$ cat src/rtl/keyboard_pkg.sv
// keyboard_pkg: scancodes, Gigatron button codes and layout selection shared by the keyboard block
package keyboard_pkg;
    localparam logic [7:0] IDLE_CODE  = 8'hFF;
    localparam logic [7:0] SC_LSHIFT  = 8'h12;
    localparam logic [7:0] SC_RSHIFT  = 8'h59;
    localparam logic [7:0] SC_CTRL    = 8'h14;
    localparam logic [7:0] SC_CAPS    = 8'h58;
    localparam logic [7:0] SC_RIGHT   = 8'h74;
    localparam logic [7:0] SC_LEFT    = 8'h6B;
    localparam logic [7:0] SC_DOWN    = 8'h72;
    localparam logic [7:0] SC_UP      = 8'h75;
    localparam logic [7:0] SC_PGUP    = 8'h7D;
    localparam logic [7:0] SC_PGDN    = 8'h7A;
    localparam logic [7:0] SC_ENTER   = 8'h5A;
    localparam logic [7:0] SC_BKSP    = 8'h66;
    localparam logic [7:0] SC_ESC     = 8'h76;
    localparam logic [7:0] SC_TAB     = 8'h0D;
    localparam logic [7:0] SC_SPACE   = 8'h29;
    localparam logic [7:0] SC_Y       = 8'h35;
    localparam logic [7:0] SC_Z       = 8'h1A;
    localparam logic [7:0] BTN_RIGHT  = 8'hFE;
    localparam logic [7:0] BTN_LEFT   = 8'hFD;
    localparam logic [7:0] BTN_DOWN   = 8'hFB;
    localparam logic [7:0] BTN_UP     = 8'hF7;
    localparam logic [7:0] BTN_START  = 8'hEF;
    localparam logic [7:0] BTN_SELECT = 8'hDF;
    typedef enum logic [2:0] {LANG_US = 3'd0, LANG_DE = 3'd1} lang_e;
endpackage

$ cat src/rtl/keyboard_scancode_map.sv
// keyboard_scancode_map: combinational set-2 scancode to Gigatron code translation
module keyboard_scancode_map
    import keyboard_pkg::*;
(
    input  logic [8:0] scan_i,
    input  logic       shift_i,
    input  logic       caps_i,
    input  logic       ctrl_i,
    input  logic [2:0] kb_lang_i,
    output logic       valid_o,
    output logic [7:0] code_o
);
    logic        ext;
    logic        de;
    logic [7:0]  sc;
    logic [7:0]  lower;
    logic [15:0] pair;
    assign ext = scan_i[8];
    assign de  = kb_lang_i == LANG_DE;
    assign sc  = (de && scan_i[7:0] == SC_Z) ? SC_Y : (de && scan_i[7:0] == SC_Y) ? SC_Z : scan_i[7:0];
    always_comb begin
        lower = 8'h00;
        case (sc)
            8'h1C: lower = "a"; 8'h32: lower = "b"; 8'h21: lower = "c"; 8'h23: lower = "d";
            8'h24: lower = "e"; 8'h2B: lower = "f"; 8'h34: lower = "g"; 8'h33: lower = "h";
            8'h43: lower = "i"; 8'h3B: lower = "j"; 8'h42: lower = "k"; 8'h4B: lower = "l";
            8'h3A: lower = "m"; 8'h31: lower = "n"; 8'h44: lower = "o"; 8'h4D: lower = "p";
            8'h15: lower = "q"; 8'h2D: lower = "r"; 8'h1B: lower = "s"; 8'h2C: lower = "t";
            8'h3C: lower = "u"; 8'h2A: lower = "v"; 8'h1D: lower = "w"; 8'h22: lower = "x";
            8'h35: lower = "y"; 8'h1A: lower = "z";
            default: lower = 8'h00;
        endcase
    end
    always_comb begin
        pair = 16'h0000;
        case (sc)
            8'h16: pair = {"1", "!"}; 8'h1E: pair = {"2", "@"}; 8'h26: pair = {"3", "#"};
            8'h25: pair = {"4", "$"}; 8'h2E: pair = {"5", "%"}; 8'h36: pair = {"6", "^"};
            8'h3D: pair = {"7", "&"}; 8'h3E: pair = {"8", "*"}; 8'h46: pair = {"9", "("};
            8'h45: pair = {"0", ")"}; 8'h0E: pair = {8'h60, "~"}; 8'h4E: pair = {"-", "_"};
            8'h55: pair = {"=", "+"}; 8'h54: pair = {"[", "{"}; 8'h5B: pair = {"]", "}"};
            8'h5D: pair = {"\\", "|"}; 8'h4C: pair = {";", ":"}; 8'h52: pair = {"'", "\""};
            8'h41: pair = {",", "<"}; 8'h49: pair = {".", ">"}; 8'h4A: pair = {"/", "?"};
            SC_SPACE: pair = {8'h20, 8'h20};
            SC_ENTER: pair = {8'h0A, 8'h0A};
            SC_BKSP:  pair = {8'h7F, 8'h7F};
            SC_TAB:   pair = {8'h09, 8'h09};
            SC_ESC:   pair = {8'h1B, 8'h1B};
            default:  pair = 16'h0000;
        endcase
    end
    always_comb begin
        valid_o = 1'b0;
        code_o  = IDLE_CODE;
        if (ext) begin
            valid_o = 1'b1;
            case (scan_i[7:0])
                SC_RIGHT: code_o = BTN_RIGHT;
                SC_LEFT:  code_o = BTN_LEFT;
                SC_DOWN:  code_o = BTN_DOWN;
                SC_UP:    code_o = BTN_UP;
                SC_PGUP:  code_o = BTN_START;
                SC_PGDN:  code_o = BTN_SELECT;
                SC_ENTER: code_o = 8'h0A;
                default:  valid_o = 1'b0;
            endcase
        end else if (lower != 8'h00) begin
            valid_o = 1'b1;
            code_o  = ctrl_i ? (lower & 8'h1F) : (shift_i ^ caps_i) ? lower - 8'h20 : lower;
        end else if (pair != 16'h0000) begin
            valid_o = 1'b1;
            code_o  = shift_i ? pair[7:0] : pair[15:8];
        end
    end
endmodule

$ cat src/rtl/keyboard.sv
// keyboard: PS/2 key events to a single held-key Gigatron code, latched on the controller pulse
module keyboard #(
    parameter logic [7:0] IDLE_CODE = keyboard_pkg::IDLE_CODE
) (
    input  logic        clk_sys,
    input  logic        reset,
    input  logic [10:0] ps2_key,
    input  logic        pulse,
    input  logic [2:0]  kb_lang,
    output logic [7:0]  ascii_code,
    output logic        caps_lock
);
    import keyboard_pkg::*;
    logic       tog_q, pulse_q;
    logic       lshift_q, lshift_d, rshift_q, rshift_d, ctrl_q, ctrl_d, caps_q, caps_d;
    logic [7:0] pending_q, pending_d, ascii_q, ascii_d;
    logic [8:0] held_q, held_d;
    logic [8:0] scan;
    logic       press, ev, map_valid;
    logic [7:0] map_code;
    assign scan       = ps2_key[8:0];
    assign press      = ps2_key[9];
    assign ev         = ps2_key[10] != tog_q;
    assign ascii_code = ascii_q;
    assign caps_lock  = caps_q;
    keyboard_scancode_map u_map (
        .scan_i    (scan),
        .shift_i   (lshift_q | rshift_q),
        .caps_i    (caps_q),
        .ctrl_i    (ctrl_q),
        .kb_lang_i (kb_lang),
        .valid_o   (map_valid),
        .code_o    (map_code)
    );
    always_comb begin
        lshift_d  = lshift_q;
        rshift_d  = rshift_q;
        ctrl_d    = ctrl_q;
        caps_d    = caps_q;
        pending_d = pending_q;
        held_d    = held_q;
        if (ev) begin
            if (scan == {1'b0, SC_LSHIFT}) lshift_d = press;
            else if (scan == {1'b0, SC_RSHIFT}) rshift_d = press;
            else if (scan[7:0] == SC_CTRL) ctrl_d = press;
            else if (scan == {1'b0, SC_CAPS}) caps_d = caps_q ^ press;
            else if (press && map_valid) begin
                pending_d = map_code;
                held_d    = scan;
            end else if (!press && scan == held_q) pending_d = IDLE_CODE;
        end
        ascii_d = (pulse && !pulse_q) ? pending_q : ascii_q;
    end
    always_ff @(posedge clk_sys) begin
        if (!reset) begin
            tog_q     <= ps2_key[10];
            pulse_q   <= 1'b0;
            lshift_q  <= 1'b0;
            rshift_q  <= 1'b0;
            ctrl_q    <= 1'b0;
            caps_q    <= 1'b0;
            pending_q <= IDLE_CODE;
            held_q    <= 9'h000;
            ascii_q   <= IDLE_CODE;
        end else begin
            tog_q     <= ps2_key[10];
            pulse_q   <= pulse;
            lshift_q  <= lshift_d;
            rshift_q  <= rshift_d;
            ctrl_q    <= ctrl_d;
            caps_q    <= caps_d;
            pending_q <= pending_d;
            held_q    <= held_d;
            ascii_q   <= ascii_d;
        end
    end
endmodule

$ cat config.mk
export PLATFORM = sky130hd
export DESIGN_NAME = keyboard
export DESIGN_NICKNAME = d
export VERILOG_FILES = /design/src/rtl/keyboard_pkg.sv /design/src/rtl/keyboard_scancode_map.sv /design/src/rtl/keyboard.sv
export SDC_FILE = /design/constraint.sdc
export NUM_CORES = 1
export LEC_CHECK = 0
export BUFFER_PORTS_ARGS = -buffer_cell sky130_fd_sc_hd__buf_4
export CORE_MARGIN = 1
export CORE_UTILIZATION = 50
export CTS_CLUSTER_SIZE = 24
export DETAILED_ROUTE_END_ITERATION = 8
export PLACE_DENSITY = 0.68
export SLEW_MARGIN = 15
export SYNTH_ARGS = -nofsm -noshare
export SYNTH_HDL_FRONTEND = slang
export SYNTH_SLANG_ARGS = --single-unit
$ cat constraint.sdc
create_clock -name clk_sys -period 10.61 [get_ports clk_sys]
set_input_delay 0.5305 -clock clk_sys [delete_from_list [all_inputs] [get_ports clk_sys]]
set_output_delay 0.5305 -clock clk_sys [all_outputs]
set_load 0.1 [all_outputs]
# Word-level counts from Yosys, hierarchy flattened
# Memories as Yosys holds them, arrays and structs flattened.
# Cells that the tools add are included.
[word_totals] ff_bits=31 latch_bits=0 ram_bits=0 mem_bits_ro=2688 in_bits=17 output_inout_bits=9 memories=2
[memory_table] name="(no name shown)" depth=128 width=14 read_ports=1 rd_ports_with_merged_regs=0 wr=0 line_no="keyboard_scancode_map.sv:36" source="case (sc)"
[memory_table] name="(no name shown)" depth=128 width=7 read_ports=1 rd_ports_with_merged_regs=0 wr=0 line_no="keyboard_scancode_map.sv:23" source="case (sc)"
[op_classes] add_sub_neg=1 mul=0 div=0 order_cmp=0 n_eq_ne=16 shifts=0 muxes=17 n_bitwise=7 reduce_logical=17
[op_table] op="$mux 8" count=11
[op_table] op="$eq 8x7->1 const B" count=7
[op_table] op="$pmux 8 s7" count=1
[op_table] op="$eq 9x7->1 const B" count=2
[op_table] op="$eq 8x5->1 const B" count=2
[op_table] op="$mux 16" count=1
[op_table] op="$reduce_bool 16->1" count=1
[op_table] op="$reduce_and 6->1" count=2
[op_table] op="$eq 9x5->1 const B" count=1
[op_table] op="$eq 9x9->1" count=1
[op_table] op="$eq 8x6->1 const B" count=1
[op_table] op="$reduce_bool 8->1" count=1
[op_table] op="$sub 8x6->8 const B" count=1
[op_table] op="$reduce_or 7->1" count=1
[op_table] op="$logic_and 1x1->1" count=5
[op_table] op="$reduce_and 5->1" count=1
[op_table] op="$mux 1" count=4
[op_table] op="$not 1->1" count=4
[op_table] op="$reduce_and 4->1" count=1
[op_table] op="$eq 3x1->1 const B" count=1
[op_table] op="$reduce_and 3->1" count=1
[op_table] op="$logic_not 1->1" count=2
[op_table] op="$reduce_and 2->1" count=1
[op_table] op="$reduce_bool 2->1" count=1
[op_table] op="other kinds (3)" count=4

# Longest topological paths before layout
# An unclocked memory read counts as a cell.
[depth] ltp_word=13 mapped_depth=19 mapped_depth_nobuf=16

# Hierarchy
# Synthesis repeated with hierarchy kept, for this count alone.
[unflattened] cells_unflattened=571 area_unflattened_um2=4036.4
[modules_own_cells] module="keyboard_scancode_map" instances=1 cells_per_inst=389 area_each_um2=2421.1 seq_area_each_um2=0.0
[modules_own_cells] module="keyboard" instances=1 cells_per_inst=182 area_each_um2=1615.3 seq_area_each_um2=620.6

# Least setup slack after synthesis
# No wires, ideal clock.
[synth_path] kind="input to register" from="input port ps2_key[0]" to="register pending_q[1]" t_arrival_ns=3.951 required_ns=10.538 setup_slack_ns=6.587 cell_stages=19 path_cell_list="buf_2 > nor4bb_1 > buf_2 > nand4_1 > nor2_1 > o21ai_0 > inv_1 > ha_1 > clkbuf_1 > nor2b_1 > nand2_1 > a311oi_1 > o211ai_1 > o21ai_0 > a2111oi_0 > and4b_4 > a211oi_2 > buf_6 > mux2i_1"
[synth_via] elab_chain_len=13 elab_cells_between_ends=46
[synth_lines] element="from (decl)" line_no="keyboard.sv:7" source="input logic [10:0] ps2_key,"
[synth_lines] element="branches (longest 13 deep; another with $sub 8x6->8)"
[synth_lines] element="to (signal assigned)" line_no="keyboard.sv:72" source="pending_q <= pending_d;"
[synth_lines] element="to (decl)" line_no="keyboard.sv:16" source="logic [7:0] pending_q, pending_d, ascii_q, ascii_d;"
# Parallel ways; which one is timed is not known.
# A chain may end at the register's enable or synchronous reset.

# Worst setup path in the final report
[layout_path] from="input port ps2_key[2]" to="register held_q[5]"
[layout_via] elab_chain_len=12 elab_cells_between_ends=34
[layout_lines] element="$eq 8x6->1" line_no="keyboard_scancode_map.sv:20" source="assign sc = (de && scan_i[7:0] == SC_Z) ? SC_Y : (de && scan_i[7:0] == SC_Y) ? SC_Z : scan_i[7:0];"
[layout_lines] element="$logic_and 1x1->1" line_no="keyboard_scancode_map.sv:20"
[layout_lines] element="$mux 8 (2 in a row)" line_no="keyboard_scancode_map.sv:20"
[layout_lines] element="$mem_v2 128x14"
[layout_lines] element="$mux 16" line_no="keyboard_scancode_map.sv:36"
[layout_lines] element="$reduce_bool 16->1" line_no="keyboard_scancode_map.sv:70" source="end else if (pair != 16'h0000) begin"
[layout_lines] element="$mux 1" line_no="keyboard_scancode_map.sv:70"
[layout_lines] element="$mux 1" line_no="keyboard_scancode_map.sv:67" source="end else if (lower != 8'h00) begin"
[layout_lines] element="$mux 1" line_no="keyboard_scancode_map.sv:55" source="if (ext) begin"
[layout_lines] element="$logic_and 1x1->1" line_no="keyboard.sv:47" source="else if (press && map_valid) begin"
[layout_lines] element="$reduce_and 6->1 (no source line) *"
[layout_lines] element="to (signal assigned)" line_no="keyboard.sv:73" source="held_q <= held_d;"
[layout_lines] element="to (decl)" line_no="keyboard.sv:17" source="logic [8:0] held_q, held_d;"
# Every way passes the cells marked *; elsewhere a longest branch is shown, timed or not.

==> summary.md <==
| Metric | Value |
|---|---|
| Critical Path Fanout Max | `42` |
| Worst-margin pin slew | `1090 ps` |
| # setup viols final | `0` |
| Full die area | `8221 µm²` |
| Endpoint type of the worst setup path | `register` |
| CTS buffer count | `5` |
| Combinational share of power | `0.392` |
| Final min period | `5813 ps` |
| Placed cell count | `630` |
| Synth warn | `0` |
| Post-synth EDFFs | `0` |
| Num rows | `31` |
| PortBufs | `25` |
| Worst Hold Slack | `371.9 ps` |
| Routed len/inst | `23.61 µm` |
| Status | `finished, final reports clean` |
| Largest net degree at the start of global routing | `48` |
| Layout cells sized above 1 | `0.1058` |
| Async S/R FF share, synth | `0` |
| Syn_area_per_cell | `7.135 µm²` |
| Vias | `4,783` |
| Psw | `0.1567 mW` |
| Fin Clk Skew | `9.951 ps` |
| Die Height | `90.67 µm` |
| Commonest cells after routing, fill and taps aside | `67 x nand2_1, 37 x nor2_1, 31 x dfxtp_1` |
| Core area | `7408 µm²` |
| GR Overflow Total | `0` |
| Final period util | `0.5479` |
| Maxcap violations | `0` |
| Worst Hold Class | `in -> reg` |
| Number of global-route vias before repair | `4,381` |
| Critical Path Max Stage Delay | `940 ps` |
| Final Util | `0.5627` |
| Overall power | `0.4034 mW` |
| Nature of the critical path startpoint | `input pin` |
| Initial core utilization | `0.5307` |
| H-tree depth | `2` |
| Synthesized Nets | `575` |
| CTS max path bufs | `2` |
| Switch share | `0.3883` |
| Drt first pass iters | `7` |
| Initial antenna violation count | `0` |
| CTS tree | `done` |
| Non-Filler Instances | `638` |
| DRT Wirelength | `15.07 mm` |
| Met3 WL | `1.927 mm` |
| Ys flop type | `dfxtp_1` |
| CTS Hold Bufs | `0` |
| Worst Setup Path Type | `in -> reg` |
| Routability congestion estimate | `1.055` |
| Slew Viols, Final | `0` |
| # IOs | `26` |
| Seq cells post-synth | `31` |
| Worst-path clk slew | `60 ps` |
| Detailed placer's ending HPWL | `10.64 mm` |
| Arrival time at the worst endpoint | `6020 ps` |
| Cell Area, Synth | `3931 µm²` |
| Clock sinks | `31` |
| PwrDens | `96.77 nW/µm²` |
| Die X | `90.67 µm` |
| DRT met1 WL | `6.092 mm` |
| Highest Signal Layer | `met4` |
| Worst path required time | `10,820 ps` |
| Routed Antenna Nets | `0` |
| Vias/cell | `7.497` |
| Sequential Power Share | `0.311` |
| Pint | `0.2468 mW` |
| Crit-path cells | `buf_4 -> nor4bb_1 -> nand4_1 -> nor2_1 -> o21ai_0 -> inv_1 -> ha_1 -> nand2_1 -> a21o_1 -> o311ai_0 -> a2111oi_0 -> and4b_4 -> a211oi_4 -> mux2i_1` |
| Worst skew pair latency | `290 ps` |
| Mapped Cells | `551` |
| CP max-delay cell | `nor4bb_1` |
| Max Clk Rate | `172.0 MHz` |
| Cts repair resizes | `0` |
| Iteration-0 DRC Markers | `668` |
| Number of diodes | `0` |
| Nets | `562` |
| Synth cell types | `78` |
| Post CTS Setup Buffer Count | `0` |
| Slew HR | `0.2707` |
| Fin Setup TNS | `0 ps` |
| Commonest non-fill, non-tap cell in the layout | `nand2_1` |
| Met2 routed WL | `6.234 mm` |
| Hold Vio Cnt, Final | `0` |
| Root Driver | `clkbuf_8` |
| Peak supply drop | `0.0001086 V` |
| Clock power share | `0.298` |
| Area delta synth->final | `6.047%` |
| Total GRT Usage | `0.3661` |
| Sequential element share of the synthesized area | `0.1579` |
| DRC Markers | `0` |
| Static leakage | `1.475 nW` |
| First-pass GRT wire length | `23.89 mm` |
| RSZ-0062 raised after global routing | `no` |
[power groups by stage]
stage / sequential (mW) / combinational, mW / clock (mW)
floorplan: 0.143 / 0.0977 / 0
global placement: 0.128 / 0.150 / 0
detailed placement: 0.128 / 0.149 / 0
CTS: 0.125 / 0.150 / 0.122
global route: 0.126 / 0.167 / 0.128
finish: 0.125 / 0.158 / 0.120
[path summary, 6_finish.rpt]
path                    start            to  slack (ps)  cells past startpoint
setup / recovery   ps2_key[2]     held_q[5]        4800                     14
hold / removal    ps2_key[10]         tog_q         370                      1
setup reg to reg     lshift_q  pending_q[4]        8040                      7
hold reg to reg     held_q[7]     held_q[7]         440                      2
[worst max-delay path: cells and delay by family]
kind / cells / cell delay, ps
adders and majority gates: 1 / 640
muxes: 1 / 270
buffers and inverters: 2 / 510
AOI/OAI and AO/OA: 5 / 2010
and+or+nand+nor: 5 / 2020
[sequential cells by signal, indices dropped and copies added (netlist names)]
| register | flops |
|---|---|
| tog_q | 1 |
| ctrl_q | 1 |
| caps_lock | 1 |
| lshift_q | 1 |
| held_q | 9 |
| pulse_q | 1 |
| ascii_code | 8 |
| rshift_q | 1 |
| pending_q | 8 |
[cell families (layout without fill, tap and decap cells)]
family,Yosys count,in the layout,share of synthesized area
fa+ha+maj,7,7,0.02228
flops,31,31,0.1579
compound gates,195,195,0.3749
simple gates,226,226,0.3125
xor+xnor,13,13,0.02896
mux,11,11,0.02801
buf+inv,68,56,0.07543
[cell type report]
cell class	instances	area, µm²
clock buffer	6	82.58
clock inverter	2	35.03
fill	719	3239
inverter	20	75.07
multi-input combinational	452	3022
sequential	31	620.6
tap	99	123.9
timing repair buffer	28	210.2
[per-stage QoR]
step,instance area (µm²),setup slack (ps)
after floorplan,3931,6587
after global placement,4044,4654
after detailed placement,4044,4447
after CTS,4161,4742
after global routing,4169,4498
final,4169,4797
[metal layers]
metal | GRT usage | vias to the layer above
li1 | - | 2105
met1 | 0.4883 | 2186
met2 | 0.5537 | 393
met3 | 0.1002 | 99
met4 | 0.1465 | 0
met5 | 0 | -
[synthesized netlist by cell type, types with 7 or more instances]
library cell	count	area, µm²
a211oi_1	13	97.59
a21oi_1	21	105.1
a22oi_1	7	52.55
a31oi_1	10	62.56
buf_2	9	45.04
clkbuf_1	29	108.9
dfxtp_1	31	620.6
ha_1	7	87.58
inv_1	20	75.07
mux2i_1	11	110.1
nand2_1	67	251.5
nand2b_1	7	43.79
nand3_1	25	125.1
nand4_1	8	50.05
nor2_1	37	138.9
nor2b_1	11	68.82
nor3_1	16	80.08
o211ai_1	17	127.6
o21ai_0	30	150.1
o31ai_1	11	82.58
or3_1	9	56.30
xnor2_1	10	87.58
Power figures use the tool's default switching activity.
